<file path="src/rtl/serial_adder.sv">
// Digit-serial add/subtract unit: DIGIT bits per cycle over WIDTH/DIGIT cycles, registered carry,
// valid/ready handshakes on both sides, one operation in flight.
module serial_adder #(
    parameter int WIDTH = 8,
    parameter int DIGIT = 1
) (
    input  logic             clk,
    input  logic             rst,
    input  logic             in_valid,
    output logic             in_ready,
    input  logic [WIDTH-1:0] a,
    input  logic [WIDTH-1:0] b,
    input  logic             sub,
    input  logic             cin,
    output logic             out_valid,
    input  logic             out_ready,
    output logic [WIDTH-1:0] sum,
    output logic             cout,
    output logic             ovf,
    output logic             busy
);

    localparam int NDIG = WIDTH / DIGIT;
    localparam int CW   = (NDIG > 1) ? $clog2(NDIG) : 1;

    generate
        if (WIDTH < 1 || DIGIT < 1 || (WIDTH % DIGIT) != 0) begin : g_param_check
            $error("serial_adder: WIDTH must be >= 1 and a multiple of DIGIT");
        end
    endgenerate

    typedef enum logic [1:0] {
        IDLE = 2'd0,
        RUN  = 2'd1,
        DONE = 2'd2
    } state_t;

    state_t           state;
    state_t           state_next;
    logic [WIDTH-1:0] opa;
    logic [WIDTH-1:0] opb;
    logic [WIDTH-1:0] res;
    logic [WIDTH-1:0] res_next;
    logic             carry;
    logic [CW-1:0]    cnt;
    logic [DIGIT:0]   dig;
    logic             c_msb;
    logic             accept;
    logic             last;

    assign dig   = {1'b0, opa[DIGIT-1:0]} + {1'b0, opb[DIGIT-1:0]} + (DIGIT+1)'(carry);
    // Carry into the top bit of this digit, recovered from that bit's sum and operands.
    assign c_msb = dig[DIGIT-1] ^ opa[DIGIT-1] ^ opb[DIGIT-1];

    generate
        if (WIDTH == DIGIT) begin : g_single
            assign res_next = dig[DIGIT-1:0];
        end else begin : g_multi
            assign res_next = {dig[DIGIT-1:0], res[WIDTH-1:DIGIT]};
        end
    endgenerate

    assign in_ready  = (state == IDLE);
    assign out_valid = (state == DONE);
    assign busy      = (state != IDLE);

    always_ff @(posedge clk) begin
        if (rst) begin
            state <= IDLE;
        end else begin
            state <= state_next;
        end
    end

    always_comb begin
        state_next = state;
        accept     = 1'b0;
        last       = 1'b0;
        case (state)
            IDLE: begin
                if (in_valid) begin
                    accept     = 1'b1;
                    state_next = RUN;
                end
            end
            RUN: begin
                last = (cnt == '0);
                if (last) begin
                    state_next = DONE;
                end
            end
            DONE: begin
                if (out_ready) begin
                    state_next = IDLE;
                end
            end
            default: state_next = IDLE;
        endcase
    end

    always_ff @(posedge clk) begin
        if (rst) begin
            opa   <= '0;
            opb   <= '0;
            res   <= '0;
            carry <= 1'b0;
            cnt   <= '0;
            sum   <= '0;
            cout  <= 1'b0;
            ovf   <= 1'b0;
        end else if (accept) begin
            // Subtraction runs as a + ~b + ~cin.
            opa   <= a;
            opb   <= b ^ {WIDTH{sub}};
            carry <= cin ^ sub;
            cnt   <= CW'(NDIG - 1);
        end else if (state == RUN) begin
            opa   <= opa >> DIGIT;
            opb   <= opb >> DIGIT;
            res   <= res_next;
            carry <= dig[DIGIT];
            if (last) begin
                sum  <= res_next;
                cout <= dig[DIGIT];
                ovf  <= c_msb ^ dig[DIGIT];
            end else begin
                cnt <= cnt - 1'b1;
            end
        end
    end

endmodule

</file>
<file path="config.mk">
export PLATFORM = sky130hd
export DESIGN_NAME = serial_adder
export DESIGN_NICKNAME = d
export VERILOG_FILES = /design/src/rtl/serial_adder.sv
export SDC_FILE = /design/constraint.sdc
export NUM_CORES = 1
export LEC_CHECK = 0
export CAP_MARGIN = 40
export CORE_ASPECT_RATIO = 1.2
export CORE_UTILIZATION = 32
export CTS_BUF_LIST = sky130_fd_sc_hd__clkbuf_16
export DETAILED_ROUTE_END_ITERATION = 7
export PLACE_DENSITY_LB_ADDON = 0.15
export SLEW_MARGIN = 20
export SYNTH_ARGS = -nofsm -noshare
export SYNTH_HDL_FRONTEND = slang
export SYNTH_SLANG_ARGS = --single-unit
</file>
<file path="constraint.sdc">
create_clock -name clk -period 1.32 [get_ports clk]
set_input_delay 0.264 -clock clk [delete_from_list [all_inputs] [get_ports clk]]
set_output_delay 0.264 -clock clk [all_outputs]
set_load 0.01 [all_outputs]
</file>
; ---- Word-level counts from Yosys, hierarchy flattened
; Index checks and enable logic that the tools add are counted.
[op_classes]
addsub = 3
mul = 0
div = 0
n_lt_le_gt_ge = 0
eq_ne = 6
n_shift = 0
n_mux = 16
bitwise_logic = 6
reduce_logical = 8
[op_table]
columns = operator, count
row1 = two-way mux 8 bit, 4
row2 = two-way mux 3 bit, 3
row3 = XOR 8 bit, 1
row4 = two-way mux 2 bit, 3
row5 = inequality test 2 bit (second input constant), 3
row6 = case mux 2 bit (3 select lines), 1
row7 = AND reduction 3 bit, 2
row8 = two-way mux 1 bit, 5
row9 = AND reduction 2 bit, 2
row10 = nonzero test 2 bit, 2
row11 = XOR 1 bit, 4
row12 = zero test 3 bit, 1
row13 = subtractor 3 x 1 -> 3 bit (second input constant), 1
row14 = adder 1 x 1 -> 2 bit, 1
row15 = adder 2 x 1 -> 2 bit, 1
row16 = == test 2 x 1 -> 1 bit (second input constant), 1
row17 = == test 2 bit (second input constant), 1
row18 = zero test 2 bit, 1
row19 = inequality test 2 x 1 -> 1 bit (second input constant), 1
row20 = inverter 1 bit, 1
[word_totals]
regBits = 40
latchBits = 0
mem_bits_rw = 0
mem_bits_ro = 0
in_bits = 22
out_inout_bits = 13
memories = 0

; ---- Logic depth before layout (Yosys ltp)
; Gate-level depths: netlist (run 1).
[logic_depth]
ltp_word = 5
depth_mapped = 6

; ---- Worst setup path before layout (run 1)
; Ideal clock, no wire load.
[synth_timing]
kind = reg-to-reg
startpoint = register opa[0]
endpoint = register ovf
arrival_ns = 1.326
t_required_ns = 1.234
setup_slack_ns = -0.091
path_stages_with_launch = 5
path_buffers = 0
cell_sequence = dfxtp_1 > fa_1 > xnor2_1 > xnor2_1 > a211oi_1
[synth_between]
elab_chain_len = 5
[synth_lines]
columns = element, line_no
row1 = start: declaration, 40  ; logic [WIDTH-1:0] opa;
row2 = start signal: assignment, 118  ; opa <= opa >> DIGIT;
row3 = adder 1 x 1 -> 2 bit, 51  ; assign dig = {1'b0, opa[DIGIT-1:0]} + {1'b0, opb[DIGIT-1:0]} + (DIGIT+1)'(carry);
row4 = adder 2 x 1 -> 2 bit, 51
row5 = via dig[0], 46  ; logic [DIGIT:0] dig;
row6 = XOR 1 bit (2 in a row), 53  ; assign c_msb = dig[DIGIT-1] ^ opa[DIGIT-1] ^ opb[DIGIT-1];
row7 = XOR 1 bit, 125  ; ovf <= c_msb ^ dig[DIGIT];
row8 = end signal: assignment, 125
row9 = end: declaration, 19  ; output logic ovf,
; The timed path passes the listed nets, and every way through them passes these cells.
; A chain may end at the register's enable or synchronous reset.

; ---- Final worst setup path (run 1)
[layout_timing]
startpoint = register opb[0]
endpoint = register ovf
[layout_between]
elab_chain_len = 5
[layout_lines]
columns = element, line_no
row1 = start: declaration, 41  ; logic [WIDTH-1:0] opb;
row2 = start signal: assignment, 114  ; opb <= b ^ {WIDTH{sub}};
row3 = start signal: assignment, 119  ; opb <= opb >> DIGIT;
row4 = adder 1 x 1 -> 2 bit, 51
row5 = adder 2 x 1 -> 2 bit, 51
row6 = via dig[0], 46
row7 = XOR 1 bit (2 in a row), 53
row8 = XOR 1 bit, 125
; The timed path passes the listed nets, and every way through them passes these cells.

==> results summary, run 1 <==
The clock slew seen by the registers of the worst setup and hold paths came out at 50 ps. After detailed routing, the number of remaining DRC violations is 0. The full die area came out at 5630 um^2.

The run finished, with violations left. The largest individual stage delay along the critical path comes from the cell fa_2. Summed over all instances, the cell type with the most area after synthesis is dfxtp_1. The worst path required time came out at 1510 ps. The met1 track demand over resource in global routing came out at 16.3%. The startpoint type of the worst setup path is a register. The number of enable flip-flop cells after synthesis came out at 0.

The number of max-slew violations in the final report is 0. The finished layout holds 312 standard cells, fillers aside. The number of global-route vias before repair came to 1394. The critical path data arrival time is 1580 ps. The synthesis-to-finish area growth came out at 45.9%. Counting I/O delays and the setup requirement, the final critical path takes 1380 ps. The type of element capturing the critical path is a register. Summed over all cells, the static leakage comes to 0.980 nW. The count of buffering cells on the critical path with inverters included came out at 0. Walking the worst path, the cells encountered are fa_2 > xnor2_2 > xnor2_1 > a211oi_1. The post-layout net count is 276. The post-synthesis instance area is 1710 um^2. The power per unit of standard cell area is 1250 nW/um^2. The cell family contributing the most delay on the critical path is adder cells. The number of DRC markers after the initial detailed-route iteration is 65. In the routed layout, each cell is associated on average with a via count of 4.76. The number of rows created at floorplan came out at 28. The category of the critical setup timing path is register to register. After legalization and detailed placement, the total HPWL measured 2670 um.

The worst slew margin relative to its limit came out at 65.6%. The utilization after layout came out at 49.4%. Across every metal layer, demand over resource in global routing totals 15.1%. The checks that failed: setup timing.

Summing the sequential cell areas from Yosys gives 45.7% of the chip area. The post-synthesis instance total is 199. Cells with a size suffix above 1 make up 22.2% of the layout. The post-synth net total came out at 224. The analysis attributes to net switching a power of 0.801 mW. Measured along the y axis, the die boundary spans 82.0 um. The master cell of the clock root buffer is clkbuf_16. The transition at the pin with the smallest max-transition slack is 514 ps.

The worst-case clock buffer depth is 2. Buffers placed on the I/O ports in this run total 34. Wires add up to 3770 um.

The first global-routing pass estimated 6090 um of wire. The highest fanout seen on the critical path came out at 2. Of the available clock period, the critical path in the final layout requires 105%. In this run, distinct cell masters in the synthesized netlist total 32. The antenna diode count came out at 0. Setup repair after global routing could not meet its margin everywhere. The starting utilization of the core area came out at 33.9%.

The total clock sinks came out at 39. On the final layout, the worst clock skew is 6.97 ps. The synthesized area divided by synthesized cell count is 8.58 um^2. The post-synthesis register bit count is 39. The maximum VDD drop came out at 0.000811 V. The delay contributed by the slowest stage of the critical path is 600 ps. The number of antenna violations at the first check in global routing is 0.

After floorplanning, the core was sized to cover 5040 um^2. In this run the number of H-tree levels came out at 2. The switching share of power is 25.8%. The worst hold slack is 450 ps. The remaining antenna violation count is 0. The setup violation total in the final timing report is 1. The internal portion of the total power is 2.30 mW. Per report_power, the clock group accounts for 36.0% of the total. The final count of hold timing violations came to 0. The CTS buffer count came out at 5. The total power of the final layout came out at 3.11 mW.

The pre-antenna-repair detailed-routing pass consisted of 4 iterations. The placer congestion estimate is 0.760. In the synthesized netlist, the cells that appear most often are nand2_1, dfxtp_1, a21oi_1, o21ai_0, xnor2_1. The Yosys step of the flow raised 0 warnings. met2 is the most crowded layer. Summing over every cut layer, the via total after detailed routing is 1486. The fraction of synthesized cell area taken by the top area cell type is 45.7%. The async set or reset register ratio after synthesis is 0%. The share of power burned in combinational logic is 21.7%. TritonCTS built the clock tree. The final global-route overflow total came out at 0. The met3 usage in global routing came out at 5.14%. The insertion delay of the later-clocked pin in the worst-skew pair came out at 280 ps. The pin count of the biggest net entering global routing came out at 32. The number of max-cap violations is 0. The overall die width is 68.7 um.

The mean routed wirelength per cell came out at 12.1 um. Ranked by total cell area, the synthesized netlist is headed by dfxtp_1, nand2_1, a21oi_1. The power share of the sequential group is 42.2%. For this design the top-level I/O count stands at 35. The met2 track demand over resource is 25.7%. The library cell with the highest instance count after synthesis is nand2_1. The dominant synthesized flop cell is dfxtp_1. After detailed placement, the design holds a cell count of 303.

Based on the critical path, the design can be clocked at up to 722 MHz. The class of the most critical hold timing path is register to register. The final worst setup slack is -65.0 ps.
cell families (layout without fill, tap and decap cells):
logic type,after synthesis,count (layout),synth area share [%]
compound gates,59,59,20.7
xor+xnor,12,12,6.15
fa+ha+maj,3,3,2.64
buf+inv,16,69,4.32
flops,39,39,45.7
simple gates,70,70,20.4
area by class of cell:
| class | count | area [um^2] |
|---|---|---|
| Fill cell | 523 | 2550 |
| Multi-Input combinational cell | 144 | 937 |
| Sequential cell | 39 | 793 |
| Timing Repair Buffer | 57 | 533 |
| Clock buffer | 5 | 125 |
| Tap cell | 60 | 75.1 |
| Inverter | 4 | 15.0 |
| Clock inverter | 3 | 12.5 |
stage by stage:
stage          TNS, ps  area, um^2  setup WS [ps]
6_report         -65.0        2490          -65.0
3_3_place_gp     -5930        2260           -294
2_1_floorplan    -34.5        1710          -34.5
4_1_cts           -138        2420          -88.1
3_5_place_dp     -6010        2260           -300
5_1_grt           -197        2490           -119
flip-flops by register name (all words and copies together) (netlist names):
| register | flops |
|---|---|
| state | 2 |
| cnt | 3 |
| opa | 8 |
| cout | 1 |
| carry | 1 |
| opb | 8 |
| ovf | 1 |
| sum | 8 |
| res | 7 |
metal layers:
metal	up-vias	wire length [um]
met2	28	1930
met1	669	1630
met4	0	66
met3	5	139
met5	-	0
li1	784	-
worst min-delay path: stages, from the launching register on:
cell     delay (ps)
dfxtp_1         300
nand2_1          50
a21oi_1          50
power by group through the flow:
stage | Combinational [mW] | Clock [mW] | Sequential [mW]
CTS | 0.633 | 1.15 | 1.31
detailed placement | 0.606 | 0 | 1.33
global route | 0.750 | 1.20 | 1.32
finish | 0.675 | 1.12 | 1.31
global placement | 0.604 | 0 | 1.32
floorplan | 0.340 | 0 | 1.32
cell usage in the layout (no fill, tap or decap), types with 3 or more instances in the layout:
cell / count
buf_4: 17
xnor2_1: 10
o21ai_0: 12
buf_6: 4
clkdlybuf4s50_1: 20
dfxtp_1: 33
dlygate4sd2_1: 10
a22o_1: 8
a31oi_1: 3
a22oi_1: 7
dfxtp_2: 4
nand2b_1: 3
a21oi_1: 25
clkbuf_16: 5
nand2_1: 47
inv_1: 4
timing repair:
action / 4_1_cts / 5_1_grt
setup endpoints to repair: 27 / 35
gates resized for setup: 25 / 26
setup buffers: 1 / 1
hold buffers: 0 / 0
pin swaps: 2 / 10
cloned: 0 / 0
worst paths after layout:
kind	start	to	slack [ps]	cells after the start
worst min-delay path	sum[2]	sum[2]	450	2
worst max-delay path	opb[0]	ovf	-60	4
worst max register to register	opb[0]	ovf	-60	4
worst min register to register	sum[2]	sum[2]	450	2
No activity file was read; power rests on OpenSTA's default activity.
==> inputs of run 2 (changes only) <==
CORE_UTILIZATION = 45   (was 32)
==> run 2 against run 1 <==
Net effect: the run still ends with setup timing left; via count increased by 10%; largest cell class unchanged; core utilization increased by 23 points; sequential power about the same.
==> results summary, run 2 (synthesis results as in run 1) <==
The placement-stage worst setup slack came out at -262 ps (was -300 ps). The total clock sinks is 39 (unchanged). The filler cell count in the final layout came out at 286 (was 523). The utilization after layout came out at 71.9% (was 49.4%). The fraction of layout instances using a drive strength above 1 was 24.8% (was 22.2%). The hold buffer count at cts is 0 (unchanged). The total power of the final layout is 3.61 mW (was 3.11 mW). The number of vias per cell after detailed routing was 5.36 (was 4.76). The power per unit of standard cell area is 1380 nW/um^2 (was 1250 nW/um^2). The starting utilization of the core area came out at 47.0% (was 33.9%). The leading cell type in the layout, fill and taps excluded is nand2_1 (unchanged). The standby leakage power is 1.00 nW (was 0.980 nW).

The number of max-slew violations in the final report is 0 (unchanged). The TritonCTS clock tree is done (unchanged). The global-route wire length before repair is 6710 um (was 6090 um). Regs by FF count: opa (8), opb (8), sum (8) (unchanged). The largest clock skew in the final design came to 1.24 ps (was 6.97 ps). The final cycle utilization of the critical path is 108% (was 105%).

The clock period minus final worst setup slack came out at 1420 ps (was 1380 ps). The master cell of the clock root buffer is clkbuf_16 (unchanged). The CTS buffer count was 5 (unchanged). Leading cell types in the layout, fill and taps excluded: nand2_1, dfxtp_1, a21oi_1 (unchanged).

The core area is 3630 um^2 (was 5040 um^2). Status: finished, violations left (unchanged). The final count of hold timing violations was 0 (unchanged). The number of max-cap violations came out at 0 (unchanged). The critical path data arrival time is 1620 ps (was 1580 ps). The final worst setup slack is -105 ps (was -65.0 ps). The category of the critical setup timing path is register to register (unchanged). The maximum VDD drop came out at 0.000728 V (was 0.000811 V). The setup TNS after final layout came to -105 ps (was -65.0 ps). The full die area is 4050 um^2 (was 5630 um^2). The mean routed wirelength per cell came out at 14.3 um (was 12.1 um). The post-layout net count came out at 278 (was 276). The worst hold slack came to 449 ps (was 450 ps). The worst-case clock buffer depth came to 2 (unchanged). The final global-route overflow total came to 0 (unchanged). The transition at the pin with the smallest max-transition slack came to 355 ps (was 514 ps). The startpoint type of the worst setup path was a register (unchanged).

The number of antenna violations at the first check in global routing is 0 (unchanged). The antenna diode count came out at 0 (unchanged). The total number of vias is 1640 (was 1486). The number of buffers added on ports is 34 (unchanged).

The I/O pin count came out at 35 (unchanged). The type of element capturing the critical path is a register (unchanged). The synthesis-to-finish area growth came out at 53.0% (was 45.9%). The clock slew seen by the registers of the worst setup and hold paths came out at 60 ps (was 50 ps). The placed wire-length estimate after detailed placement was 2850 um (was 2670 um). The number of DRC markers after the initial detailed-route iteration is 56 (was 65).

The worst path required time was 1510 ps (about the same). The remaining antenna violation count was 0 (unchanged). The number of rows created at floorplan came to 24 (was 28). The insertion delay of the later-clocked pin in the worst-skew pair is 280 ps (about the same). The height of the die came out at 69.5 um (was 82.0 um).

The total wirelength of the detailed-routed design came out at 4390 um (was 3770 um). Failing checks: setup timing (unchanged). The placer congestion estimate is 0.808 (was 0.760). RSZ-0062 raised after global routing: yes (unchanged). The timing-limited maximum frequency came out at 702 MHz (was 722 MHz). The highest fanout seen on the critical path is 2 (unchanged). The first-pass iteration count of the detailed router is 4 (unchanged). The overall die width is 58.2 um (was 68.7 um).

The pin count of the biggest net entering global routing came to 25 (was 32). The setup violation total in the final timing report is 1 (unchanged). The worst slew margin relative to its limit came out at 76.2% (was 65.6%).

The class of the most critical hold timing path is register to register (unchanged). The number of global-route vias before repair was 1655 (was 1394). The global-route total usage across every layer is 21.5% (was 15.1%). The number of design rule violations left after detail routing came out at 0 (unchanged).

The total number of H-tree levels is 2 (unchanged).
[run 2: worst max-delay path, cell delays in order, from the launching register on]
cell	delay, ps
dfxtp_2	330
fa_2	610
xnor2_2	120
xnor2_1	80
a211oi_1	200
[run 2: area by class of cell]
class                           count  area [um^2]  area share [%]
Inverter                            4         20.0           0.766
Timing Repair Buffer               59          574            22.0
Clock buffer                        5          125            4.79
Sequential cell                    39          793            30.3
Clock inverter                      3         67.6            2.58
Tap cell                           52         65.1            2.49
Multi-Input combinational cell    144          968            37.1
[run 2: path summary, 6_finish.rpt]
check,from,to,slack [ps],depth (start not counted)
worst max-delay path,opb[0],ovf,-100,4
worst min register to register,sum[7],sum[7],450,2
worst min-delay path,sum[7],sum[7],450,2
worst max register to register,opb[0],ovf,-100,4
[run 2: layer usage]
layer / up-vias / routed length (um) / track usage, % / part of all wire (%)
li1: 787 / - / - / -
met2: 44 / 2510 / 39.2 / 57
met3: 4 / 158 / 6.53 / 3.6
met4: 0 / 45 / 11.1 / 1.0
met1: 805 / 1680 / 21.0 / 38
met5: - / 0 / 0 / 0
[run 2: timing repair]
item	in CTS	in global routing
gates cloned	0	1
buffers inserted	0	4
setup endpoints to repair	27	33
pin swaps	4	10
gates resized for setup	20	39
[run 2: through the flow]
step,instances,instance area (um^2)
final,306,2610
after global routing,306,2610
after CTS,302,2430
after detailed placement,294,2240
after global placement,294,2240
after floorplan,199,1710
[run 2: power breakdown]
group	switching, mW	total, mW	internal, mW
Sequential	0.0627	1.32	1.26
Combinational	0.333	0.737	0.404
Clock	0.472	1.55	1.08
